## config.mk

```make
export PLATFORM = sky130hd
export DESIGN_NAME = io_uart_tx_flat
export DESIGN_NICKNAME = d
export VERILOG_FILES = /design/src/rtl/io_uart_tx_if.sv /design/src/rtl/io_uart_tx.sv /design/src/flat_wrapper.sv
export SDC_FILE = /design/constraint.sdc
export NUM_CORES = 1
export LEC_CHECK = 0
export ABC_AREA = 1
export CELL_PAD_IN_SITES_DETAIL_PLACEMENT = 0
export CELL_PAD_IN_SITES_GLOBAL_PLACEMENT = 1
export CORE_MARGIN = 1
export CORE_UTILIZATION = 35
export DETAILED_ROUTE_END_ITERATION = 6
export PLACE_DENSITY = 0.76
export SLEW_MARGIN = 40
export SYNTH_ARGS = -nofsm -noshare
export SYNTH_HDL_FRONTEND = slang
export SYNTH_SLANG_ARGS = --single-unit
```

## constraint.sdc

```tcl
create_clock -name clk -period 2.6 [get_ports clk]
set_input_delay 0.65 -clock clk [delete_from_list [all_inputs] [get_ports clk]]
set_output_delay 0.65 -clock clk [all_outputs]
set_load 0.01 [all_outputs]
```

## src/rtl/io_uart_tx_if.sv

```systemverilog
// CPU-side I/O port pair of the UART transmitter: io_out carries requests
// from the CPU, io_in returns ack and status to the CPU.
interface io_uart_tx_if;
  logic [31:0] io_out;
  logic [31:0] io_in;

  modport master (output io_out, input io_in);
  modport slave  (input io_out, output io_in);
endinterface

```

## src/rtl/io_uart_tx.sv

```systemverilog
// Toggle-request byte writer feeding a small FIFO and an 8N1 UART serializer.
// Optional feature: define UART_TX_PARITY_EN to add an even-parity bit (8E1).
module io_uart_tx #(
  parameter int unsigned CLKS_PER_BIT = 16,
  parameter int unsigned FIFO_DEPTH   = 4
) (
  input  logic        clk,
  input  logic        rstn,
  io_uart_tx_if.slave cpu,
  output logic        tx,
  output logic        tx_active
);

  localparam int unsigned PW = $clog2(FIFO_DEPTH);
  localparam int unsigned CW = PW + 1;
  localparam int unsigned BW = $clog2(CLKS_PER_BIT);
  localparam logic [CW-1:0] DEPTH_C   = CW'(FIFO_DEPTH);
  localparam logic [BW-1:0] BAUD_LAST = BW'(CLKS_PER_BIT - 1);

  typedef enum logic [2:0] {
    S_IDLE,
    S_START,
    S_DATA,
`ifdef UART_TX_PARITY_EN
    S_PARITY,
`endif
    S_STOP
  } state_e;

  // FIFO and request-decode state
  logic [7:0]    mem_q [FIFO_DEPTH];
  logic [PW-1:0] wr_ptr_q, rd_ptr_q;
  logic [CW-1:0] count_q, count_d;
  logic          last_req_q;
  logic          ovf_q, ovf_d;
  logic          full_q, empty_q;

  // Transmitter state
  state_e        state_q;
  logic [BW-1:0] baud_q;
  logic [2:0]    bit_idx_q;
  logic [7:0]    shreg_q;
  logic          tx_q;
  logic          busy_q;
`ifdef UART_TX_PARITY_EN
  logic          par_q;
`endif

  logic       req_c, push_c, pop_c, drop_c;
  logic [7:0] head_c;
  logic       unused_c;

  assign unused_c = ^cpu.io_out[31:10];
  assign head_c   = mem_q[rd_ptr_q];

  // A pop happens when the serializer is ready for a byte: idle, or the last stop-bit cycle
  assign pop_c  = !empty_q &&
                  ((state_q == S_IDLE) || ((state_q == S_STOP) && (baud_q == '0)));
  assign req_c  = cpu.io_out[8] != last_req_q;
  assign push_c = req_c && (!full_q || pop_c);
  assign drop_c = req_c && full_q && !pop_c;

  // Next occupancy and sticky overflow (a set beats a same-cycle clear)
  always_comb begin
    count_d = count_q;
    ovf_d   = ovf_q;
    case ({push_c, pop_c})
      2'b10:   count_d = count_q + CW'(1);
      2'b01:   count_d = count_q - CW'(1);
      default: count_d = count_q;
    endcase
    if (drop_c) begin
      ovf_d = 1'b1;
    end else if (cpu.io_out[9]) begin
      ovf_d = 1'b0;
    end
  end

  // FIFO storage; contents need no reset since the pointers/count define validity
  always_ff @(posedge clk) begin
    if (push_c) begin
      mem_q[wr_ptr_q] <= cpu.io_out[7:0];
    end
  end

  // FIFO pointers, occupancy, status flags and request tracking
  always_ff @(posedge clk or negedge rstn) begin
    if (!rstn) begin
      wr_ptr_q   <= '0;
      rd_ptr_q   <= '0;
      count_q    <= '0;
      full_q     <= 1'b0;
      empty_q    <= 1'b1;
      ovf_q      <= 1'b0;
      last_req_q <= 1'b0;
    end else begin
      if (push_c) begin
        wr_ptr_q <= wr_ptr_q + PW'(1);
      end
      if (pop_c) begin
        rd_ptr_q <= rd_ptr_q + PW'(1);
      end
      count_q    <= count_d;
      full_q     <= (count_d == DEPTH_C);
      empty_q    <= (count_d == '0);
      ovf_q      <= ovf_d;
      // Whether accepted or dropped, every request is acknowledged
      last_req_q <= cpu.io_out[8];
    end
  end

  // Serializer FSM with registered line and busy outputs
  always_ff @(posedge clk or negedge rstn) begin
    if (!rstn) begin
      state_q   <= S_IDLE;
      baud_q    <= '0;
      bit_idx_q <= '0;
      shreg_q   <= '0;
      tx_q      <= 1'b1;
      busy_q    <= 1'b0;
`ifdef UART_TX_PARITY_EN
      par_q     <= 1'b0;
`endif
    end else begin
      if (pop_c) begin
        shreg_q <= head_c;
`ifdef UART_TX_PARITY_EN
        par_q   <= ^head_c;
`endif
      end
      case (state_q)
        S_IDLE: begin
          if (pop_c) begin
            state_q <= S_START;
            baud_q  <= BAUD_LAST;
            tx_q    <= 1'b0;
            busy_q  <= 1'b1;
          end
        end
        S_START: begin
          if (baud_q == '0) begin
            state_q   <= S_DATA;
            baud_q    <= BAUD_LAST;
            bit_idx_q <= '0;
            tx_q      <= shreg_q[0];
          end else begin
            baud_q <= baud_q - BW'(1);
          end
        end
        S_DATA: begin
          if (baud_q == '0) begin
            baud_q <= BAUD_LAST;
            if (bit_idx_q == 3'd7) begin
`ifdef UART_TX_PARITY_EN
              state_q <= S_PARITY;
              tx_q    <= par_q;
`else
              state_q <= S_STOP;
              tx_q    <= 1'b1;
`endif
            end else begin
              shreg_q   <= {1'b0, shreg_q[7:1]};
              bit_idx_q <= bit_idx_q + 3'd1;
              tx_q      <= shreg_q[1];
            end
          end else begin
            baud_q <= baud_q - BW'(1);
          end
        end
`ifdef UART_TX_PARITY_EN
        S_PARITY: begin
          if (baud_q == '0) begin
            state_q <= S_STOP;
            baud_q  <= BAUD_LAST;
            tx_q    <= 1'b1;
          end else begin
            baud_q <= baud_q - BW'(1);
          end
        end
`endif
        S_STOP: begin
          if (baud_q == '0) begin
            if (pop_c) begin
              // Next byte waiting: start bit follows the stop bit with no gap
              state_q <= S_START;
              baud_q  <= BAUD_LAST;
              tx_q    <= 1'b0;
            end else begin
              state_q <= S_IDLE;
              tx_q    <= 1'b1;
              busy_q  <= 1'b0;
            end
          end else begin
            baud_q <= baud_q - BW'(1);
          end
        end
        default: begin
          state_q <= S_IDLE;
          tx_q    <= 1'b1;
          busy_q  <= 1'b0;
        end
      endcase
    end
  end

  assign tx        = tx_q;
  assign tx_active = busy_q;
  assign cpu.io_in = {8'h00, 8'(count_q), 3'b000, busy_q, empty_q, full_q,
                      ovf_q, last_req_q, 8'h00};

endmodule

```

## src/flat_wrapper.sv

```systemverilog
// flat-port wrapper written by rule: the top's interface ports become plain ports
module io_uart_tx_flat 
#(
  parameter int unsigned CLKS_PER_BIT = 16,
  parameter int unsigned FIFO_DEPTH   = 4
)
  (clk, rstn, tx, tx_active, cpu_io_out, cpu_io_in);
  io_uart_tx_if cpu_i ();
  input  logic clk;
  input  logic rstn;
  output logic tx;
  output logic tx_active;
  input wire logic [$bits(cpu_i.io_out)-1:0] cpu_io_out;
  output wire logic [$bits(cpu_i.io_in)-1:0] cpu_io_in;
  assign cpu_i.io_out = cpu_io_out;
  assign cpu_io_in = cpu_i.io_in;
  io_uart_tx #(.CLKS_PER_BIT(CLKS_PER_BIT), .FIFO_DEPTH(FIFO_DEPTH)) u_core (.clk(clk), .rstn(rstn), .cpu(cpu_i), .tx(tx), .tx_active(tx_active));
endmodule
```

== Word level (Yosys, flattened, before mapping) ==
Memories as Yosys holds them, arrays and structs flattened.
Cells that the tools add are included.
Operators by class
  add/subtract/negate cells: 6
  equality and inequality tests: 15
  reduce and logical (&&, ||, !) cells: 21
  bitwise operators: 1
  mux-type cells: 35
Operator list (number)
  8-bit two-way mux: 4
  3-bit two-way mux: 8
  1-bit two-way mux: 14
  4-bit two-way mux: 3
  3-bit one-hot mux with 2 select lines: 2
  3-bit one-hot mux with 4 select lines: 1
  4-bit one-hot mux with 3 select lines: 1
  4-bit AND reduction: 3
  2-bit by 1-bit inequality test with 1-bit output (second input constant): 4
  3-bit by 1-bit adder with 3-bit output (second input constant): 2
  3-bit by 2-bit == test with 1-bit output (second input constant): 2
  3-bit == test (second input constant): 2
  3-bit zero test: 2
  2-bit inequality test (second input constant): 3
  1-bit logical AND: 5
  5-bit AND reduction: 1
  2-bit by 1-bit adder with 2-bit output (second input constant): 2
  4-bit zero test: 1
  1-bit one-hot mux with 4 select lines: 1
  2-bit nonzero test: 2
  4-bit by 1-bit subtractor with 4-bit output (second input constant): 1
  3-bit by 1-bit == test with 1-bit output (second input constant): 1
  1-bit zero test: 3
  1-bit one-hot mux with 3 select lines: 1
  8 further kinds: 9
Word-level totals
  logic and storage cells: 92
  memories kept: 1
  output and inout bits: 34
  bits in writable memories: 32
  register bits after elaboration: 31
Memory list
  u_core.mem_q: words 4, width 8, rd ports 1, clocked after Yosys merged registers in 0, write ports 1, RTL line io_uart_tx.sv:31  | logic [7:0] mem_q [FIFO_DEPTH];

== Depth between registers and ports, before layout ==
Gate-level depths: netlist of run 1.
  depth after elaboration: 9
  gate-level depth with buffers: 15

== Worst setup path before layout of run 1 ==
Ideal clock, no wire load.
  path type: register to register
  start: register u_core.state_q[0]
  end: register u_core.full_q
  clock period less this slack: 2.418 ns
  data arrival time: 2.347 ns
  cell stages (with the launch flop): 13
  slack: 0.182 ns
  required time: 2.529 ns
  library setup time: 0.071 ns
  cells stage by stage: dfrtp_1 > inv_1 > ha_1 > nand2_1 > nand2_4 > inv_2 > nand2_2 > nand2_4 > ha_1 > fa_1 > mux2_2 > or2_2 > nor2_1
On the way
  longest elaborated chain between the ends: 9
  elaborated cells between the ends (all ways): 11
RTL lines
  from (decl): RTL line io_uart_tx.sv:39  | state_e state_q;
  from (signal assigned): RTL line io_uart_tx.sv:115  | state_q <= S_IDLE;
  from (signal assigned): RTL line io_uart_tx.sv:134  | state_q <= S_START;
  from (signal assigned): RTL line io_uart_tx.sv:142  | state_q <= S_DATA;
  3-bit by 2-bit == test with 1-bit output: RTL line io_uart_tx.sv:58  | ((state_q == S_IDLE) || ((state_q == S_STOP) && (baud_q == '0)));
  1-bit logical AND: RTL line io_uart_tx.sv:58
  1-bit logical OR (*): RTL line io_uart_tx.sv:58
  1-bit logical AND (*): RTL line io_uart_tx.sv:57  | assign pop_c = !empty_q &&
  1-bit logical OR: RTL line io_uart_tx.sv:60  | assign push_c = req_c && (!full_q || pop_c);
  1-bit logical AND: RTL line io_uart_tx.sv:60
  2-bit by 1-bit == test with 1-bit output or 2-bit == test (tied branches): RTL line io_uart_tx.sv:67  | case ({push_c, pop_c})
  3-bit one-hot mux with 2 select lines (*): RTL line io_uart_tx.sv:67
  net u_core.count_d[1]: RTL line io_uart_tx.sv:33  | logic [CW-1:0] count_q, count_d;
  3-bit == test (*): RTL line io_uart_tx.sv:104  | full_q <= (count_d == DEPTH_C);
  to (signal assigned): RTL line io_uart_tx.sv:104
  to (decl): RTL line io_uart_tx.sv:36  | logic full_q, empty_q;
The timed path passes the listed nets; every way through them passes the cells marked *.
A chain may end at the register's enable or synchronous reset.

== Final worst setup path of run 1 ==
  start: input port cpu_io_out[8]
  end: register u_core.full_q
On the way
  longest elaborated chain between the ends: 5
  elaborated cells between the ends (all ways): 6
RTL lines
  from (decl): RTL line flat_wrapper.sv:13  | input wire logic [$bits(cpu_i.io_out)-1:0] cpu_io_out;
  1-bit inequality test (*): RTL line io_uart_tx.sv:59  | assign req_c = cpu.io_out[8] != last_req_q;
  1-bit logical AND (*): RTL line io_uart_tx.sv:60
  2-bit by 1-bit == test with 1-bit output or 2-bit == test (tied branches): RTL line io_uart_tx.sv:67
  3-bit one-hot mux with 2 select lines (*): RTL line io_uart_tx.sv:67
  net u_core.count_d[1]: RTL line io_uart_tx.sv:33
  3-bit == test (*): RTL line io_uart_tx.sv:104
Marks and branches as above.

==> metrics.txt, run 1 <==
Synth Warn # 0; Vias/cell 4.436; clk root buf clkbuf_8; RSZ-0062 raised after global routing true; ratio of cells with drive above 1 in the final layout 14.65%; Design Area, Final 3610 µm²; Highest Clock Rate 401.3 MHz; length of the first detailed-routing pass in iterations 5; Crit. End Element flop; Seq/Total Area, Yosys 54.98%; all-layer global routing usage 12.74%; drt first-iter violations 66; Starting Density 35.93%; placed cell area 3388 µm²; final core utilization 41.59%; Layout fillers 837; Final Critical Period 2.492 ns; CTS Buffer Depth 2; Ant. Diodes 0; largest net degree at the start of global routing 31; max-cap check violation count 0; synthesized area 3118 µm²; IO buf count 21; vias in the first global route 1889; number of synthesized flops with an enable pin 32; FF+latch count, synth 62; Register Area 1714 µm²; DR vias 2054; critical path fanouts, max 2; Layout area overhead 15.77%; mean routed wirelength per cell 11.00 µm; remaining global-route overflow 0; R2R Setup Slk 0.16 ns; Async S/R FF share, synth 48.39%; final cell count without fillers 463; CTS tree yes; Die W 96.39 µm; CP Class in2reg; status completed; final hold vios 0; FP Rows 34; VDD IR max 0.0003699 V; die height 96.39 µm; DP Worst Slack -0.3306 ns; Pwr Total 2.558 mW; setup tns final 0 ns; worst setup margin 0.1083 ns; Reg clk slew, reported paths 0.07 ns; PwrDens 708.5 nW/µm²; number of antenna violations at the first check in global routing 0; crit share post-route 95.83%; placed insts 446; Min Hold Slack 0.4940 ns; Ports 68; Cell variety after synth 32; drt total wl 5094 µm; worst skew pair latency 0.34 ns; DRC 0; Worst Path Required 2.87 ns; Setup violations, final 0; clk_skew 0.01346 ns; Die ar. 9290 µm²; multi-input logic area 1114 µm²; Synth Instances 316; core area 8678 µm²; CP arrival 2.77 ns; clock net sink count 62; syn avg cell area 9.867 µm²; detailed placement HPWL 3561 µm; CP Launch Type input pin; H-Tree Depth 3; first-pass GRT wire length 8604 µm; Routed Antenna Nets 0; pins over their slew limit 0; HP Class reg2reg; CTS Buf Count 9; LEAKAGE 1.548 nW; Primary FF master, synth edfxtp_1; gp weighted congestion 0.7723; Layout Nets 399
flip-flops by register name, summed over array words and instances (netlist names):
| register | count |
|---|---|
| u_core.baud_q | 4 |
| u_core.bit_idx_q | 3 |
| u_core.count_q | 3 |
| u_core.empty_q | 1 |
| u_core.full_q | 1 |
| u_core.last_req_q | 1 |
| u_core.mem_q | 32 |
| u_core.ovf_q | 1 |
| u_core.rd_ptr_q | 2 |
| u_core.shreg_q | 8 |
| u_core.state_q | 2 |
| u_core.tx | 1 |
| u_core.tx_active | 1 |
| u_core.wr_ptr_q | 2 |
cells in the mapped netlist (3+ instances only):
cell       n  area, µm²
nor2_1    49      183.9
nand2_1   42      157.7
buf_4     32      240.2
edfxtp_1  32      960.9
dfrtp_1   28      700.7
inv_1     28      105.1
o21ai_0   26      130.1
ha_1      14      175.2
o21ai_1   13      65.06
nand3_1    7      35.03
a21oi_1    6      30.03
xor2_1     5      43.79
inv_2      4      15.01
buf_2      3      15.01
kinds of logic after synthesis:
kind of cell	synth area share [%]
adder cells (fa/ha/maj)	6.260
AND/OR/NAND/NOR	15.21
AO/OA/AOI/OAI	8.708
flip-flops	54.98
XOR/XNOR	1.966
buffers and inverters	12.40
multiplexers	0.3611
other	0.1203
worst paths after layout:
path                                        start                 to  cells after the start
worst max-delay path                cpu_io_out[8]      u_core.full_q                      8
worst min-delay path            u_core.shreg_q[5]  u_core.shreg_q[4]                      2
worst max register to register  u_core.state_q[0]      u_core.full_q                     13
worst min register to register  u_core.shreg_q[5]  u_core.shreg_q[4]                      2
max in group asynchronous                    rstn          u_core.tx                      2
min in group asynchronous                    rstn   u_core.baud_q[2]                      2
per-layer routing:
metal	vias to the layer above	GRT usage, %	share of wire, %
li1	1043	-	-
met1	955	14.62	44
met2	47	21.16	51
met3	9	3.756	3.5
met4	0	7.353	1.8
met5	-	0	0
power breakdown:
group / total, mW / switching (mW) / internal, mW
Combinational: 0.445 / 0.245 / 0.200
Sequential: 1.25 / 0.0598 / 1.20
Clock: 0.857 / 0.404 / 0.453
critical path, stage by stage:
cell and delay (ns):
clkdlybuf4s50_1 0.51, xor2_2 0.23, nand2_4 0.07, ha_1 0.20, fa_1 0.43, mux2_2 0.28
or2_2 0.29, nor2_1 0.10
placed cells by master (no fill, tap or decap), types with 3 or more instances in the layout:
cell type,synthesis,final
nor2_1,49,49
nand2_1,42,42
edfxtp_1,32,32
dfrtp_1,28,28
inv_1,28,26
o21ai_0,26,26
conb_1,1,24
clkdlybuf4s50_1,0,21
buf_4,32,15
o21ai_1,13,13
ha_1,14,13
clkbuf_8,0,9
nand3_1,7,7
inv_2,4,6
a21oi_1,6,6
xor2_1,5,4
inv_6,0,3
cell type report:
class	instances	area share [%]
Timing Repair Buffer	36	8.943
Multi-Input combinational cell	209	30.85
Tap cell	108	3.744
Clock buffer	9	3.432
Inverter	32	3.328
Clock inverter	7	2.218
Sequential cell	62	47.49
repair_timing:
action,4_1_cts,5_1_grt
resized for setup,0,4
hold buffers,0,0
setup endpoints to repair,0,2
buffers inserted,0,1
Note: power is estimated with default switching activity, not from simulation.
==> run 2: changes to the inputs <==
--- a/config.mk
+++ b/config.mk
@@ -5,13 +5,13 @@
 export SDC_FILE = /design/constraint.sdc
 export NUM_CORES = 1
 export LEC_CHECK = 0
-export ABC_AREA = 1
+export ABC_AREA = 0
 export CELL_PAD_IN_SITES_DETAIL_PLACEMENT = 0
 export CELL_PAD_IN_SITES_GLOBAL_PLACEMENT = 1
 export CORE_MARGIN = 1
-export CORE_UTILIZATION = 35
+export CORE_UTILIZATION = 37
 export DETAILED_ROUTE_END_ITERATION = 6
-export PLACE_DENSITY = 0.76
+export PLACE_DENSITY = 0.77
 export SLEW_MARGIN = 40
 export SYNTH_ARGS = -nofsm -noshare
 export SYNTH_HDL_FRONTEND = slang
==> run 2 against run 1 <==
  * First-iteration DRC count grew 6.1%
  * Clock-buffer cell count is the same
  * Highest routed layer unchanged
  * Synthesized area is essentially flat
==> metrics.txt, run 2 <==
status completed; cell family with most CP delay adder cells; biggest area consumer among synthesized cells edfxtp_1; Worst path max stage delay 0.39 ns; R2R Setup Slk 0.16 ns; Register Area 1714 µm²; Die ar. 8801 µm²; IO buf count 21; sequential power share 38.2%; r2r startpoint u_core.baud_q[1]; largest net degree at the start of global routing 31; Primary FF master, synth edfxtp_1; slowest stage cell, crit path dfrtp_1; most frequent cells in the layout edfxtp_1, dfrtp_1, conb_1; PwrDens 1216 nW/µm²; FF+latch count, synth 62; Worst Hold Depth 2; CP Launch Type flop; Largest regs u_core.mem_q: 32 flops, u_core.shreg_q: 8 flops, u_core.baud_q: 4 flops; Least-Margin Pin Slew 0.5755 ns; clk root buf clkbuf_8; count leader, synth edfxtp_1; Die W 93.82 µm; Reg clk slew, reported paths 0.08 ns; setup tns final 0 ns; remaining global-route overflow 0; met2 Resource Use GR 19.89%; Ports 68; core area 8175 µm²; Comb power frac 43.1%; ratio of cells with drive above 1 in the final layout 17.03%; number of antenna violations at the first check in global routing 0; VDD IR max 0.0005867 V; CTS Buf Count 9; Async S/R FF share, synth 48.39%; mean routed wirelength per cell 12.59 µm; post-synth top area share 30.81%; Cell Chain, Critical Path inv_2 > ha_4 > nor3b_4 > a31oi_4 > a21oi_4 > inv_1 > ha_2 > fa_2 > xnor2_1 > nor2_1 > xor2_1 > and2_1; GRT busiest layer met2; Worst Hold Endpoint u_core.shreg_q[2]; HP Class reg2reg; syn avg cell area 12.89 µm²; Clock power frac 18.7%; LEAKAGE 1.466 nW; Vias/cell 4.667; H-Tree Depth 3; clock net sink count 62; sw frac 35.46%; detailed placement HPWL 3322 µm; synthesized area 3119 µm²; Largest Register u_core.mem_q; Highest Clock Rate 410.3 MHz; number of synthesized flops with an enable pin 32; Max-slew headroom 61.63%; max-cap check violation count 0; drt total wl 4798 µm; Largest register FFs 32; pins over their slew limit 0; drt first-iter violations 70; Min Hold Slack 0.4824 ns; DR vias 1778; critical path fanouts, max 4; worst skew pair latency 0.33 ns; crit path from u_core.baud_q[1]; Synth Instances 242; vias in the first global route 1694; reg-to-reg critical path endpoint u_core.full_q; Design Area, Final 3572 µm²; Synth Warn # 0; GR met3 Demand/Resource 3.155%; final core utilization 43.69%; most common cell after layout, fill and taps aside edfxtp_1; Seq/Total Area, Yosys 54.95%; length of the first detailed-routing pass in iterations 4; Crit. End Element flop; routing usage on met1 14.85%; Layout area overhead 14.52%; CP Class reg2reg; Buf/Inv on CP 2; first-pass GRT wire length 7976 µm; die height 93.82 µm; CTS Buffer Depth 2; Starting Density 38.15%; dominant cells by area after synthesis edfxtp_1, dfrtp_1, buf_4, mux4_2, ha_1; Worst Path Required 2.87 ns; placed cell area 3352 µm²; Layout fillers 767; Cell variety after synth 47; FP Rows 33; Ant. Diodes 0; multi-input logic area 1185 µm²; Commonest cells post-synth edfxtp_1, buf_4, dfrtp_1; Setup violations, final 0; DRC 0; all-layer global routing usage 12.23%; reg2reg path depth 12; final hold vios 0; clk_skew 0.009053 ns; Routed Antenna Nets 0; crit share post-route 93.74%; Final Critical Period 2.437 ns; Layout Nets 320; CP arrival 2.71 ns; gp weighted congestion 0.7446; CTS tree yes; Net Switching 1.540 mW; Hold Path Origin u_core.shreg_q[3]; P_int 2.803 mW
## run 2: tightest hold or removal path, cell delays in order, from the launching register on
cell     delay [ns]
dfrtp_1        0.34
nand2_1        0.05
o21ai_0        0.06
## run 2: worst max-delay path by stage
stage	depth (start not counted)	to	slack, ns
CTS	12	u_core.full_q	0.04
global placement	10	u_core.full_q	-0.09
global route	12	u_core.full_q	-0.01
detailed placement	10	u_core.full_q	-0.1
floorplan	12	u_core.full_q	-0.006
finish	12	u_core.full_q	0.16
## run 2: logic make-up after synthesis
kind of cell             Yosys count  synth area share [%]
AND/OR/NAND/NOR                   43                 7.221
other                              1                0.1202
adder cells (fa/ha/maj)           15                 6.258
AO/OA/AOI/OAI                     41                 9.186
buffers and inverters             53                 10.59
flip-flops                        62                 54.95
XOR/XNOR                           7                 1.966
multiplexers                      20                 9.707
## run 2: metal layers
layer | wire length (µm) | vias up
li1 | - | 865
met1 | 2240 | 861
met2 | 2317 | 43
met3 | 134 | 9
met4 | 106 | 0
met5 | 0 | -
## run 2: metrics by stage
step                worst slack (ns)  power (mW)  std cells
global route                -0.01013       4.682        381
finish                        0.1629       4.342        381
global placement            -0.09035       3.466        363
detailed placement          -0.09973       3.506        363
CTS                          0.03610       4.329        379
floorplan                  -0.006013       3.041        265
## run 2: layout make-up
| cell class | instances | share of cell area, % |
|---|---|---|
| clock buffers | 9 | 3.468 |
| clock inverters | 7 | 1.821 |
| inverters | 16 | 1.681 |
| multi-input cells | 150 | 33.17 |
| flip-flops and latches | 62 | 47.99 |
| well taps | 105 | 3.678 |
| repair buffers | 32 | 8.196 |
## run 2: what timing repair did
item | in CTS | in global routing
setup endpoints to repair | 0 | 2
endpoints found under the hold margin | 0 | 0
hold buffers | 0 | 0
gates resized for setup | 0 | 5
setup buffers | 0 | 2
## run 2: power by group through the flow
stage	Clock, mW	Combinational [mW]	Sequential, mW
5_1_grt	0.880	2.09	1.71
2_1_floorplan	0	1.45	1.59
3_3_place_gp	0	1.79	1.67
4_1_cts	0.840	1.82	1.67
3_5_place_dp	0	1.82	1.68
6_report	0.812	1.87	1.66
